`config.mk`:
```
export PLATFORM = sky130hd
export DESIGN_NAME = branch_cond_unit
export DESIGN_NICKNAME = d
export VERILOG_FILES = /design/src/rtl/branch_cond_unit.sv
export SDC_FILE = /design/constraint.sdc
export NUM_CORES = 1
export LEC_CHECK = 0
export CAP_MARGIN = 25
export CORE_MARGIN = 2
export CORE_UTILIZATION = 43
export CTS_CLUSTER_SIZE = 25
export DETAILED_ROUTE_END_ITERATION = 10
export PLACE_DENSITY = 0.86
export SLEW_MARGIN = 20
export SYNTH_ARGS = -nofsm -noshare
export SYNTH_HDL_FRONTEND = slang
export SYNTH_SLANG_ARGS = --single-unit
```
`constraint.sdc`:
```
create_clock -name clk -period 2.44 [get_ports clk]
set_clock_uncertainty 0.2 [all_clocks]
set_input_delay 0.244 -clock clk [delete_from_list [all_inputs] [get_ports clk]]
set_output_delay 0.244 -clock clk [all_outputs]
set_load 0.02 [all_outputs]
```
`src/rtl/branch_cond_unit.sv`:
```
// Branch condition unit: holds the CZNV flag register, resolves VeSPA branch
// conditions against it and issues a registered PC redirect plus a fixed-length flush.
module branch_cond_unit #(
    parameter int ADDR_W       = 32,
    parameter int FLUSH_CYCLES = 2
) (
    input  logic              clk,
    input  logic              reset,
    input  logic              flags_we,
    input  logic              c_in,
    input  logic              z_in,
    input  logic              n_in,
    input  logic              v_in,
    input  logic              br_valid,
    output logic              br_ready,
    input  logic [3:0]        br_cond,
    input  logic [ADDR_W-1:0] br_target,
    output logic              resolved,
    output logic              taken,
    output logic              redirect_valid,
    output logic [ADDR_W-1:0] redirect_pc,
    output logic              flush,
    output logic              illegal_cond,
    output logic [3:0]        flags_out
);

    typedef enum logic {IDLE, FLUSH} state_t;

    localparam logic [3:0] FLUSH_INIT = 4'(FLUSH_CYCLES);

    state_t     state, state_nx;
    logic [3:0] cnt, cnt_nx;
    logic [3:0] flags;
    logic       accept;
    logic       ec, ez, en, ev;
    logic       base;
    logic       cond_taken;
    logic       cond_illegal;

    assign flags_out = flags;
    assign br_ready  = (state == IDLE);
    assign accept    = br_valid & br_ready;

    // Flags written in the accept cycle are forwarded into the evaluation.
    always_comb begin
        if (flags_we) {ec, ez, en, ev} = {c_in, z_in, n_in, v_in};
        else          {ec, ez, en, ev} = flags;
    end

    // Codes 1xxx are the complements of 0xxx, so only the base condition is decoded.
    always_comb begin
        base         = 1'b0;
        cond_illegal = 1'b0;
        case (br_cond[2:0])
            3'd0: base = 1'b1;
            3'd1: base = ~ec;
            3'd2: base = ~ev;
            3'd3: base = ez;
            3'd4: base = ~(en ^ ev);
            3'd5: base = ~ez & ~(en ^ ev);
            3'd6: base = ~en;
            3'd7: cond_illegal = 1'b1;
            default: base = 1'b0;
        endcase
        cond_taken = ~cond_illegal & (base ^ br_cond[3]);
    end

    always_comb begin
        state_nx = state;
        cnt_nx   = cnt;
        flush    = 1'b0;
        case (state)
            IDLE: begin
                if (accept && cond_taken && (FLUSH_CYCLES > 0)) begin
                    state_nx = FLUSH;
                    cnt_nx   = FLUSH_INIT;
                end
            end
            FLUSH: begin
                flush = 1'b1;
                if (cnt == 4'd1) begin
                    state_nx = IDLE;
                    cnt_nx   = '0;
                end else begin
                    cnt_nx = cnt - 4'd1;
                end
            end
            default: state_nx = IDLE;
        endcase
    end

    always_ff @(posedge clk) begin
        if (reset) begin
            state <= IDLE;
            cnt   <= '0;
        end else begin
            state <= state_nx;
            cnt   <= cnt_nx;
        end
    end

    always_ff @(posedge clk) begin
        if (reset) begin
            flags          <= '0;
            resolved       <= 1'b0;
            taken          <= 1'b0;
            redirect_valid <= 1'b0;
            redirect_pc    <= '0;
            illegal_cond   <= 1'b0;
        end else begin
            if (flags_we) flags <= {c_in, z_in, n_in, v_in};
            resolved       <= accept;
            illegal_cond   <= accept & cond_illegal;
            redirect_valid <= accept & cond_taken;
            if (accept) taken <= cond_taken;
            if (accept && cond_taken) redirect_pc <= br_target;
        end
    end

endmodule

```
==> impl_results.md <==
* Outcome: finished, final reports clean
* Minimum clock period at 2280 ps
* Fraction of layout cells with a size suffix above 1 at 10.5%
* Pwr/cell area at 560 nW/um^2
* CP max FO at 10
* Final ANT Viol Nets at 0
* Synthesized area at 2090 sq um
* CP peak stage delay at 470 ps
* Hold crit path type: input pin to flip-flop
* WHS Endpoint: flags_out[0]
* Antenna violations before repair at 0
* CP most frequent cell: buf_12
* Async S/R FF share, synth at 0%
* Final setup viols at 0
* Fin crit share at 93.4%
* Post-place instance area at 3050 sq um
* CTS Sinks at 45
* Hold path cells at 2
* Largest area contributor in the netlist: dfxtp_1
* Worst Hold Launch: reset
* Clock latency at the later pin of the worst-skew pair at 290 ps
* Synth top area cells: dfxtp_1 (43%), nand2b_1 (21%), mux2i_1 (17%)
* Arr. time, crit path at 2300 ps
* Maxcap violations at 0
* Vias in the first global route at 1650
* Post-DP HPWL at 3.31 mm
* R2r startpoint: flags_out[2]
* Number of DRC markers in iteration 0 at 48
* Most frequent cells after synthesis: nand2b_1 (69), dfxtp_1 (45), mux2i_1 (35), clkbuf_1 (8), nor2_1 (8)
* Crit-path leading delay family: multiplexers
* Largest net degree at the start of global routing at 58
* Max Freq at 439 MHz
* Inst Count DP at 361
* Worst path depth at 9
* Synthesized instance count at 212
* CTS tree: built
* Flop2flop setup slack at 230 ps
* Reg2Reg Depth at 8
* # DRC at 0
* Synth Warn # at 0
* First-pass GRT wire length at 7.29 mm
* Die ar. at 5440 sq um
* Fin nets at 350
* Final worst slack at 161 ps
* Root Buffer: clkbuf_8
* GRT overflow at 0
* Unrepaired setup endpoints after global routing: no
* Startpoint Class: input pin
* Crit end category: flip-flop
* Gp weighted congestion at 0.810
* Crit path buf inv count at 4
* Final Cell Area at 3250 sq um
* Seq/Total Area, Yosys at 43.0%
* Final Hold Vio Count at 0
* Avg Inst Size Synth at 9.88 sq um
* EDFF count, synth at 0
* Crit path cell chain: clkdlybuf4s50_1 > inv_1 > mux4_2 > a211oi_2 > a31oi_4 > mux2i_4 > buf_12 > buf_12 > mux2i_1
* Synthesized net count at 258
* Number of diodes at 0
* Pleak at 1.22 nW
* Hold_ws at 122 ps
* Peak supply drop at 381 uV
* Slew HR at 76.4%
* Die Y at 73.8 um
* Worst-Margin Slew at 351 ps
* Ports at 86
* Initial Utilization at 44.3%
* Slowest cell on the critical path: clkdlybuf4s50_1
* Count leader, synth: nand2b_1
* Site row count at 25
* Htree depth at 2
* Area Overhead vs Synth at 55.0%
* Total CTS buffers at 5
* Max clock buf depth at 2
* #FFs+latches synth at 45
* Routed WL at 4.65 mm
* Vias per Instance at 4.65
* First-pass DRT Iterations at 5
* CP required at 2460 ps
* Synth cell types at 27
* Reg clk slew, reported paths at 90 ps
* Die width at 73.8 um
* Avg WL per Cell at 12.5 um
* Max Slew Vio Count at 0
* Number of fillers in the final layout at 385
* Fin cells at 372
* Core area at 4720 sq um
* Place WS at -247 ps
* Main synth FF type: dfxtp_1
* Critical path type: input pin to flip-flop
* GRT Overall Usage at 17.2%
* Reg2reg end: redirect_pc[14]
* Synth top area share at 43.0%
* Final Util at 68.7%
* DR vias at 1729
* IO Port Bufs at 85
## registers in the layout, summed over array words and instances, names as in the netlist
name	count
cnt	4
redirect_pc	32
redirect_valid	1
state	1
taken	1
illegal_cond	1
flags_out	4
resolved	1
## per-stage QoR
| stage | power (mW) | TNS, ps |
|---|---|---|
| 2_1_floorplan | 1.09 | 0 |
| 3_3_place_gp | 1.30 | -5600 |
| 3_5_place_dp | 1.31 | -7360 |
| 4_1_cts | 1.80 | 0 |
| 5_1_grt | 1.89 | 0 |
| 6_report | 1.82 | 0 |
## worst max-delay path by stage
| stage | start | endpoint |
|---|---|---|
| 3_3_place_gp | flags_we | redirect_pc[15] |
| 4_1_cts | flags_we | redirect_pc[20] |
| 5_1_grt | z_in | redirect_pc[5] |
| 2_1_floorplan | flags_out[2] | redirect_pc[0] |
| 6_report | z_in | redirect_pc[14] |
| 3_5_place_dp | flags_we | redirect_pc[20] |
## cell type report
class | count | area [sq um] | area share [%]
inverter | 6 | 22.5 | 0.694
multi-input combinational | 149 | 1110 | 34.3
sequential | 45 | 901 | 27.8
tap | 67 | 83.8 | 2.58
clock buffer | 7 | 96.3 | 2.97
clock inverter | 1 | 5.00 | 0.154
timing repair buffer | 97 | 1020 | 31.5
## layer usage
layer	GRT usage (%)	wire length, um	share of wire [%]	up-vias
li1	-	-	-	881
met1	19.1	1900	41	792
met2	31.3	2480	53	51
met3	4.12	209	4.5	5
met4	6.67	64	1.4	0
met5	0	0	0	-
## where the power goes
group	internal, mW	switching, mW
logic	0.286	0.209
clock network	0.256	0.237
registers	0.790	0.0383
## cells by family (layout without fill, tap and decap cells)
family / after synthesis / after routing / synth area share, %
AND/OR/NAND/NOR: 92 / 92 / 25.6
AO/OA/AOI/OAI: 14 / 14 / 4.90
adder cells (fa/ha/maj): 2 / 2 / 1.19
buffers and inverters: 18 / 111 / 4.66
multiplexers: 38 / 38 / 19.4
flip-flops: 45 / 45 / 43.0
XOR/XNOR: 3 / 3 / 1.25
## placed cells by master (no fill, tap or decap), drive strengths merged, types with 5 or more instances in the layout
master         count
clkbuf             9
mux2i             36
dfxtp             45
a21oi              5
nor2               8
nand2b            69
buf               11
inv                6
nand2              7
clkdlybuf4s50     83
## what timing repair did
item                                    4_1_cts  5_1_grt
setup buffers                                 0        1
hold endpoints to repair                      0        0
endpoints found under the setup margin        0       32
hold buffers                                  0        0
resized for setup                             0        4
Note: power is estimated with default switching activity, not from simulation.
